`src/rtl/stock_arbiter.sv`:
```
// Two-port round-robin arbiter and read-modify-write sequencer for the vending stock array.
// State | meaning: IDLE wait/grant | READ fetch and compute | UPDATE write back | SWEEP reload-all walk.
module stock_arbiter #(
    parameter int NUM_SLOTS = 20,
    parameter int MAX_STOCK = 10,
    parameter int CNT_W     = 4
) (
    input  logic                 CLK,
    input  logic                 RESET,
    input  logic                 REQ_A,
    input  logic                 REQ_B,
    input  logic [1:0]           OP_A,
    input  logic [1:0]           OP_B,
    input  logic [4:0]           SLOT_A,
    input  logic [4:0]           SLOT_B,
    output logic                 GNT_A,
    output logic                 GNT_B,
    output logic                 DONE,
    output logic                 DONE_ID,
    output logic [CNT_W-1:0]     STOCK_OUT,
    output logic                 ERR,
    output logic                 BUSY,
    output logic [NUM_SLOTS-1:0] IN_STOCK
);
    localparam int PTR_W = $clog2(NUM_SLOTS);
    localparam logic [CNT_W-1:0] MAX_VAL = CNT_W'(MAX_STOCK);

    typedef enum logic [1:0] {S_IDLE, S_READ, S_UPDATE, S_SWEEP} state_t;

    state_t           state;
    logic [CNT_W-1:0] stock [NUM_SLOTS];
    logic             prio_b;
    logic [PTR_W-1:0] sweep_ptr;
    logic             lat_id;
    logic [1:0]       lat_op;
    logic [4:0]       lat_slot;
    logic [CNT_W-1:0] hold_val;
    logic             hold_we;

    logic             win_b;
    logic [1:0]       sel_op;
    logic             slot_ok;
    logic [CNT_W-1:0] cur_val;
    logic [CNT_W-1:0] nxt_val;
    logic             nxt_we;
    logic             nxt_err;

    // prio_b set means B wins a tie; it is flipped toward the other port on every grant
    assign win_b  = REQ_B && (!REQ_A || prio_b);
    assign sel_op = win_b ? OP_B : OP_A;

    always_comb begin
        cur_val = '0;
        nxt_val = '0;
        nxt_we  = 1'b0;
        nxt_err = 1'b0;
        slot_ok = ({1'b0, lat_slot} < 6'(NUM_SLOTS));
        if (slot_ok) begin
            cur_val = stock[lat_slot];
        end
        if (!slot_ok) begin
            nxt_err = 1'b1;
        end else begin
            case (lat_op)
                2'b00: nxt_val = cur_val;
                2'b01: begin
                    if (cur_val != '0) begin
                        nxt_val = cur_val - CNT_W'(1);
                        nxt_we  = 1'b1;
                    end else begin
                        nxt_err = 1'b1;
                    end
                end
                default: begin
                    nxt_val = MAX_VAL;
                    nxt_we  = 1'b1;
                end
            endcase
        end
    end

    always_ff @(posedge CLK) begin
        if (RESET) begin
            state     <= S_IDLE;
            prio_b    <= 1'b0;
            sweep_ptr <= '0;
            lat_id    <= 1'b0;
            lat_op    <= 2'b00;
            lat_slot  <= '0;
            hold_val  <= '0;
            hold_we   <= 1'b0;
            GNT_A     <= 1'b0;
            GNT_B     <= 1'b0;
            DONE      <= 1'b0;
            DONE_ID   <= 1'b0;
            STOCK_OUT <= '0;
            ERR       <= 1'b0;
            BUSY      <= 1'b0;
            IN_STOCK  <= '0;
            for (int i = 0; i < NUM_SLOTS; i++) begin
                stock[i] <= '0;
            end
        end else begin
            GNT_A <= 1'b0;
            GNT_B <= 1'b0;
            DONE  <= 1'b0;
            case (state)
                S_IDLE: begin
                    if (REQ_A || REQ_B) begin
                        GNT_A     <= !win_b;
                        GNT_B     <= win_b;
                        prio_b    <= !win_b;
                        lat_id    <= win_b;
                        lat_op    <= sel_op;
                        lat_slot  <= win_b ? SLOT_B : SLOT_A;
                        sweep_ptr <= '0;
                        BUSY      <= 1'b1;
                        state     <= (sel_op == 2'b11) ? S_SWEEP : S_READ;
                    end
                end
                S_READ: begin
                    hold_val  <= nxt_val;
                    hold_we   <= nxt_we;
                    DONE      <= 1'b1;
                    DONE_ID   <= lat_id;
                    STOCK_OUT <= nxt_val;
                    ERR       <= nxt_err;
                    state     <= S_UPDATE;
                end
                S_UPDATE: begin
                    if (hold_we) begin
                        stock[lat_slot]    <= hold_val;
                        IN_STOCK[lat_slot] <= (hold_val != '0);
                    end
                    BUSY  <= 1'b0;
                    state <= S_IDLE;
                end
                S_SWEEP: begin
                    stock[sweep_ptr]    <= MAX_VAL;
                    IN_STOCK[sweep_ptr] <= (MAX_VAL != '0);
                    // DONE is registered, so it is raised one edge early to land on the last-slot cycle
                    if (sweep_ptr == PTR_W'(NUM_SLOTS - 2)) begin
                        DONE      <= 1'b1;
                        DONE_ID   <= lat_id;
                        STOCK_OUT <= MAX_VAL;
                        ERR       <= 1'b0;
                    end
                    if (sweep_ptr == PTR_W'(NUM_SLOTS - 1)) begin
                        BUSY  <= 1'b0;
                        state <= S_IDLE;
                    end else begin
                        sweep_ptr <= sweep_ptr + PTR_W'(1);
                    end
                end
                default: state <= S_IDLE;
            endcase
        end
    end
endmodule
```
`config.mk`:
```
export PLATFORM = sky130hd
export DESIGN_NAME = stock_arbiter
export DESIGN_NICKNAME = d
export VERILOG_FILES = /design/src/rtl/stock_arbiter.sv
export SDC_FILE = /design/constraint.sdc
export NUM_CORES = 1
export LEC_CHECK = 0
export ABC_CLOCK_PERIOD_IN_PS = 5070
export BUFFER_PORTS_ARGS = -buffer_cell sky130_fd_sc_hd__buf_2
export CORE_ASPECT_RATIO = 0.6
export CORE_UTILIZATION = 55
export CTS_CLUSTER_DIAMETER = 40
export DETAILED_ROUTE_END_ITERATION = 10
export PLACE_DENSITY_LB_ADDON = 0.3
export SLEW_MARGIN = 10
export SYNTH_ARGS = -nofsm -noshare
export SYNTH_HDL_FRONTEND = slang
export SYNTH_SLANG_ARGS = --single-unit
```
`constraint.sdc`:
```
create_clock -name CLK -period 5.07 [get_ports CLK]
set_input_delay 0.2535 -clock CLK [delete_from_list [all_inputs] [get_ports CLK]]
set_output_delay 0.2535 -clock CLK [all_outputs]
set_load 0.02 [all_outputs]
```
Yosys cells after proc, flatten, opt, wreduce, memory -nomap -nowiden
Memory sizes are Yosys's and may differ from the RTL's. A register that Yosys moved wholly into a read port is not among the register bits. Cells that the tools add are included.

Order comparisons: 5. Reductions and logical operators: 24. Mux-type cells: 54. $add $sub $neg: 2. Bitwise operators: 3. Eq/ne operators: 12.

Operators with widths (number): 20-bit one-hot mux with 2 select lines (1); 5-bit 2-to-1 mux (7); 4-bit 2-to-1 mux (6); 1-bit 2-to-1 mux (23); 20-bit bitwise mux (1); 20-bit 2-to-1 mux (1); 20-bit bitwise OR (1); 4-bit one-hot mux with 2 select lines (2); 5-bit by 6-bit less-than comparator with 1-bit output (second input constant) (2); 1-bit demux with 5-bit select (2); 5-bit equality test (second input constant) (2); 5-bit by 1-bit greater-or-equal comparator with 1-bit output (second input constant) (2); 2-bit inequality test (second input constant) (5); 5-bit one-hot mux with 2 select lines (1); 2-bit 2-to-1 mux (4); 1-bit one-hot mux with 2 select lines (4); 2-bit one-hot mux with 4 select lines (1); 2-bit AND reduction (4); 4-bit nonzero test (2); 4-bit OR reduction (2); 2-bit equality test (second input constant) (3); 3-bit AND reduction (2); 2-bit nonzero test (3); 5-bit by 1-bit adder with 5-bit output (second input constant) (1); 11 further kinds (18).

Flip-flop bits (word level): 51. Memories kept: 1. RAM bits: 80. Output and inout bits: 30. Word-level logic and storage cells: 117. Bits of input ports: 18.

Memories: stock (words 20, width 4, read ports 1, clocked after memory_dff 1, write ports 20, RTL line 31) `logic [CNT_W-1:0] stock [NUM_SLOTS];`.

Logic depth before layout (Yosys ltp)
Depth in word-level cells: 8. Mapped depth: 12. Mapped depth without buffers: 9.

Least setup slack after synthesis
OpenSTA, ideal clock, no wires.

Path kind: register to register. Start point: register (tool-made name). End point: register STOCK_OUT[2]. Required time: 4.996 ns. Arrival: 2.341 ns. Period minus slack after synthesis: 2.416 ns. Path buffers: 3. Stages on the path, launching flop included: 13. Setup slack: 2.654 ns. Path through: dfxtp_1 buf_6 buf_6 buf_2 mux4_2 nand3b_1 o2111ai_1 nand2_1 ha_1 and2_1 o2111ai_1 o31a_2 o21ai_0.

RTL lines: end signal: assignment (RTL line 126) `STOCK_OUT <= nxt_val;`; end: declaration (RTL line 20) `output logic [CNT_W-1:0] STOCK_OUT,`.

==> impl_results.md <==
* Status: complete, no violations
* Sequential area share after synthesis at 0.593
* Hold Vio Cnt, Final at 0
* Setup_tns at 0 ns
* GR Overflow Total at 0
* Max-cap viol count at 0
* Worst Tran Pin Value at ~1.0 ns
* Area post-placement at 0.00872 mm2
* Power per cell area at ~380 mW/mm2
* Static leakage at about 3.3 nW
* Crit path max fanout at 32
* Fin area at a little over 0.009 mm2
* Initial Util at 0.571
* DR WL/cell at 23.1 um
* Hold Crit Depth at 2
* TritonCTS clock tree: yes
* Syn Area/Cell at around 12 um2
* Final WL at around 22 mm
* Most area-consuming cells after synthesis: edfxtp_1, dfxtp_1, mux4_2
* Arrival time at the worst endpoint at between 3 and 4 ns
* DRC marker count from the first detailed-route iteration at approximately 830
* Hold Buf Count CTS at 0
* Total placed cells including tap cells at just over 900
* Total power at between 3 and 4 mW
* Hold Path Class: input port to register
* P&R area growth vs syn at 11.1%
* Die ar. at 0.0157 mm2
* Post-synth EDFFs at 128
* Nets@finish at 772
* Share of cells above drive strength 1 at 0.171
* Final count of negative-setup-slack endpoints at 0
* CP Launch Type: register
* R2R cell count at 9
* Via count at roughly 6.2k
* Synth Net Count at roughly 740
* Min Clock Period, post-route at between 3 and 4 ns
* Root buffer cell: clkbuf_16
* Capturing point of the worst reg2reg path: hold_val[2]$_SDFFE_PP0P_
* Clk_skew at between 0.015 and 0.02 ns
* Maximum clock rate at between 300 and 400 MHz
* Yosys reg bits at roughly 180
* Final ANT Viol Nets at 0
* Setup CP Type: register to register
* Post-synth cell types at 62
* Drt drc at 0
* Reg-to-reg slack, setup at around 1.8 ns
* Worst Hold End: prio_b$_SDFFE_PP0P_
* Vias in the first global route at between 5k and 6k
* Clock buffer depth at 2
* Post_cts resized at 0
* Non-filler cells, final at 960
* Async SR Flop Fraction at 0
* Worst rel slew slack at 0.331
* Die width at around 160 um
* CTS HTree Levels at 4
* Yosys top cell area share at 0.459
* Critical path capture point type: register
* Largest net degree at the start of global routing at 40
* Final HPWL DP at between 15 and 20 mm
* TritonCTS Sinks at 184
* Vias per Instance at 6.50
* Ys Warns at 0
* Post-Syn Area at ~0.0084 mm2
* Gpl congestion at a little over 0.9
* WP data required at 5.44 ns
* Die span in y at a little under 100 um
* Top cells by count, synth: nor2_1, edfxtp_1, nand2_1, dfxtp_1, o21ai_0
* Peak supply drop at approximately 220 uV
* Row Count at 34
* Cell count after synthesis at around 710
* Slew Limit Fails at 0
* Unrepaired setup endpoints after global routing: no
* Largest area contributor in the netlist: edfxtp_1
* Setup Fix Bufs, Post-CTS at 0
* Clock transition at path regs at about 0.08 ns
* Clock latency at the later pin of the worst-skew pair at approximately 0.44 ns
* Final period utilization at 0.645
* 1st-pass router iterations at 6
* Ant. Diodes at 0
* Core area at around 0.015 mm2
* Initial antenna violation count at 0
* Primary FF master, synth: edfxtp_1
* First-pass GRT wire length at 33.7 mm
* Dominant cell by count in the synthesized netlist: nor2_1
* Hold Startpoint: REQ_B
* TritonCTS Buffers at 17
* Ports at 48
* PortBufs at between 40 and 50
* Total GRT Usage at 0.296
-- placed cells by master (no fill, tap or decap), drive strengths merged, types with 4 or more instances in the layout --
cell type  instances
nor2             129
edfxtp           128
nand2             93
dfxtp             56
buf               55
mux4              32
o21ai             31
a21oi             23
inv               22
nor3              17
clkbuf            17
mux2i             14
nand3             10
a22oi             10
nand2b             7
and2               7
o211ai             7
and3               6
clkinv             6
nor3b              5
o31ai              5
nor2b              5
ha                 5
o22ai              4
or3                4
nand3b             4
a222oi             4
-- state kept, by name, summed over array words and instances, names as in the netlist, named ones only --
name	count
stock	128
prio_b	1
IN_STOCK	20
DONE_ID	1
hold_val	4
DONE	1
ERR	1
hold_we	1
lat_id	1
sweep_ptr	5
GNT_A	1
STOCK_OUT	4
GNT_B	1
state	2
BUSY	1
lat_slot	5
lat_op	2
-- per-layer routing --
metal / GRT usage / vias up / wire length, um
li1: - / 2715 / -
met1: 0.462 / 3049 / 9670
met2: 0.377 / 442 / 9010
met3: 0.116 / 33 / 3230
met4: 0.0711 / 0 / 246
met5: 0 / - / 0
-- cell families after synthesis --
family	Yosys count	synth area share
and+or+nand+nor	302	0.159
DFF	184	0.593
AOI/OAI and AO/OA	118	0.0980
buffers and inverters	53	0.0299
muxes	49	0.109
adders and majority gates	5	0.00747
xor gates and xnor gates	3	0.00314
-- cell type report --
type	instances	area [um2]
Multi-Input combinational cell	477	3160
Inverter	14	52.6
Clock inverter	15	160
Clock buffer	17	425
Sequential cell	184	4970
Fill cell	1148	5370
Tap cell	198	248
Timing Repair Buffer	55	295
-- power by group --
part,internal (mW),leakage (nW),switching (mW)
Sequential,1.67,1.72,0.0915
Combinational,0.179,1.27,0.322
Clock,0.661,0.285,0.655
-- how the worst max path moves through the flow --
| stage | start | to | depth (start not counted) |
|---|---|---|---|
| finish | register | hold_val[2]$_SDFFE_PP0P_ | 9 |
| global route | register | hold_val[2]$_SDFFE_PP0P_ | 9 |
| CTS | register | hold_val[2]$_SDFFE_PP0P_ | 9 |
| detailed placement | register | hold_val[2]$_SDFFE_PP0P_ | 9 |
| global placement | register | STOCK_OUT[2]$_SDFFE_PP0P_ | 9 |
| floorplan | register | STOCK_OUT[2]$_SDFFE_PP0P_ | 12 |
-- worst max-delay path, stage by stage (launching register included) --
cell       delay [ns]
dfxtp_2          0.99
mux4_2           0.59
mux2i_1          0.16
o2111ai_1        0.25
nand2_1          0.26
ha_1             0.26
and2_1           0.20
o2111ai_1        0.13
o31a_2           0.18
o21ai_0          0.16
-- metrics by stage --
step	util	hold slack, ns	setup slack [ns]
after floorplan	-	0.370	2.65
after global placement	0.594	0.443	1.98
after detailed placement	0.594	0.447	1.82
after CTS	0.634	0.0583	1.83
after global routing	0.634	0.0662	1.66
final	0.634	0.0725	1.80
Power figures use the tool's default switching activity.
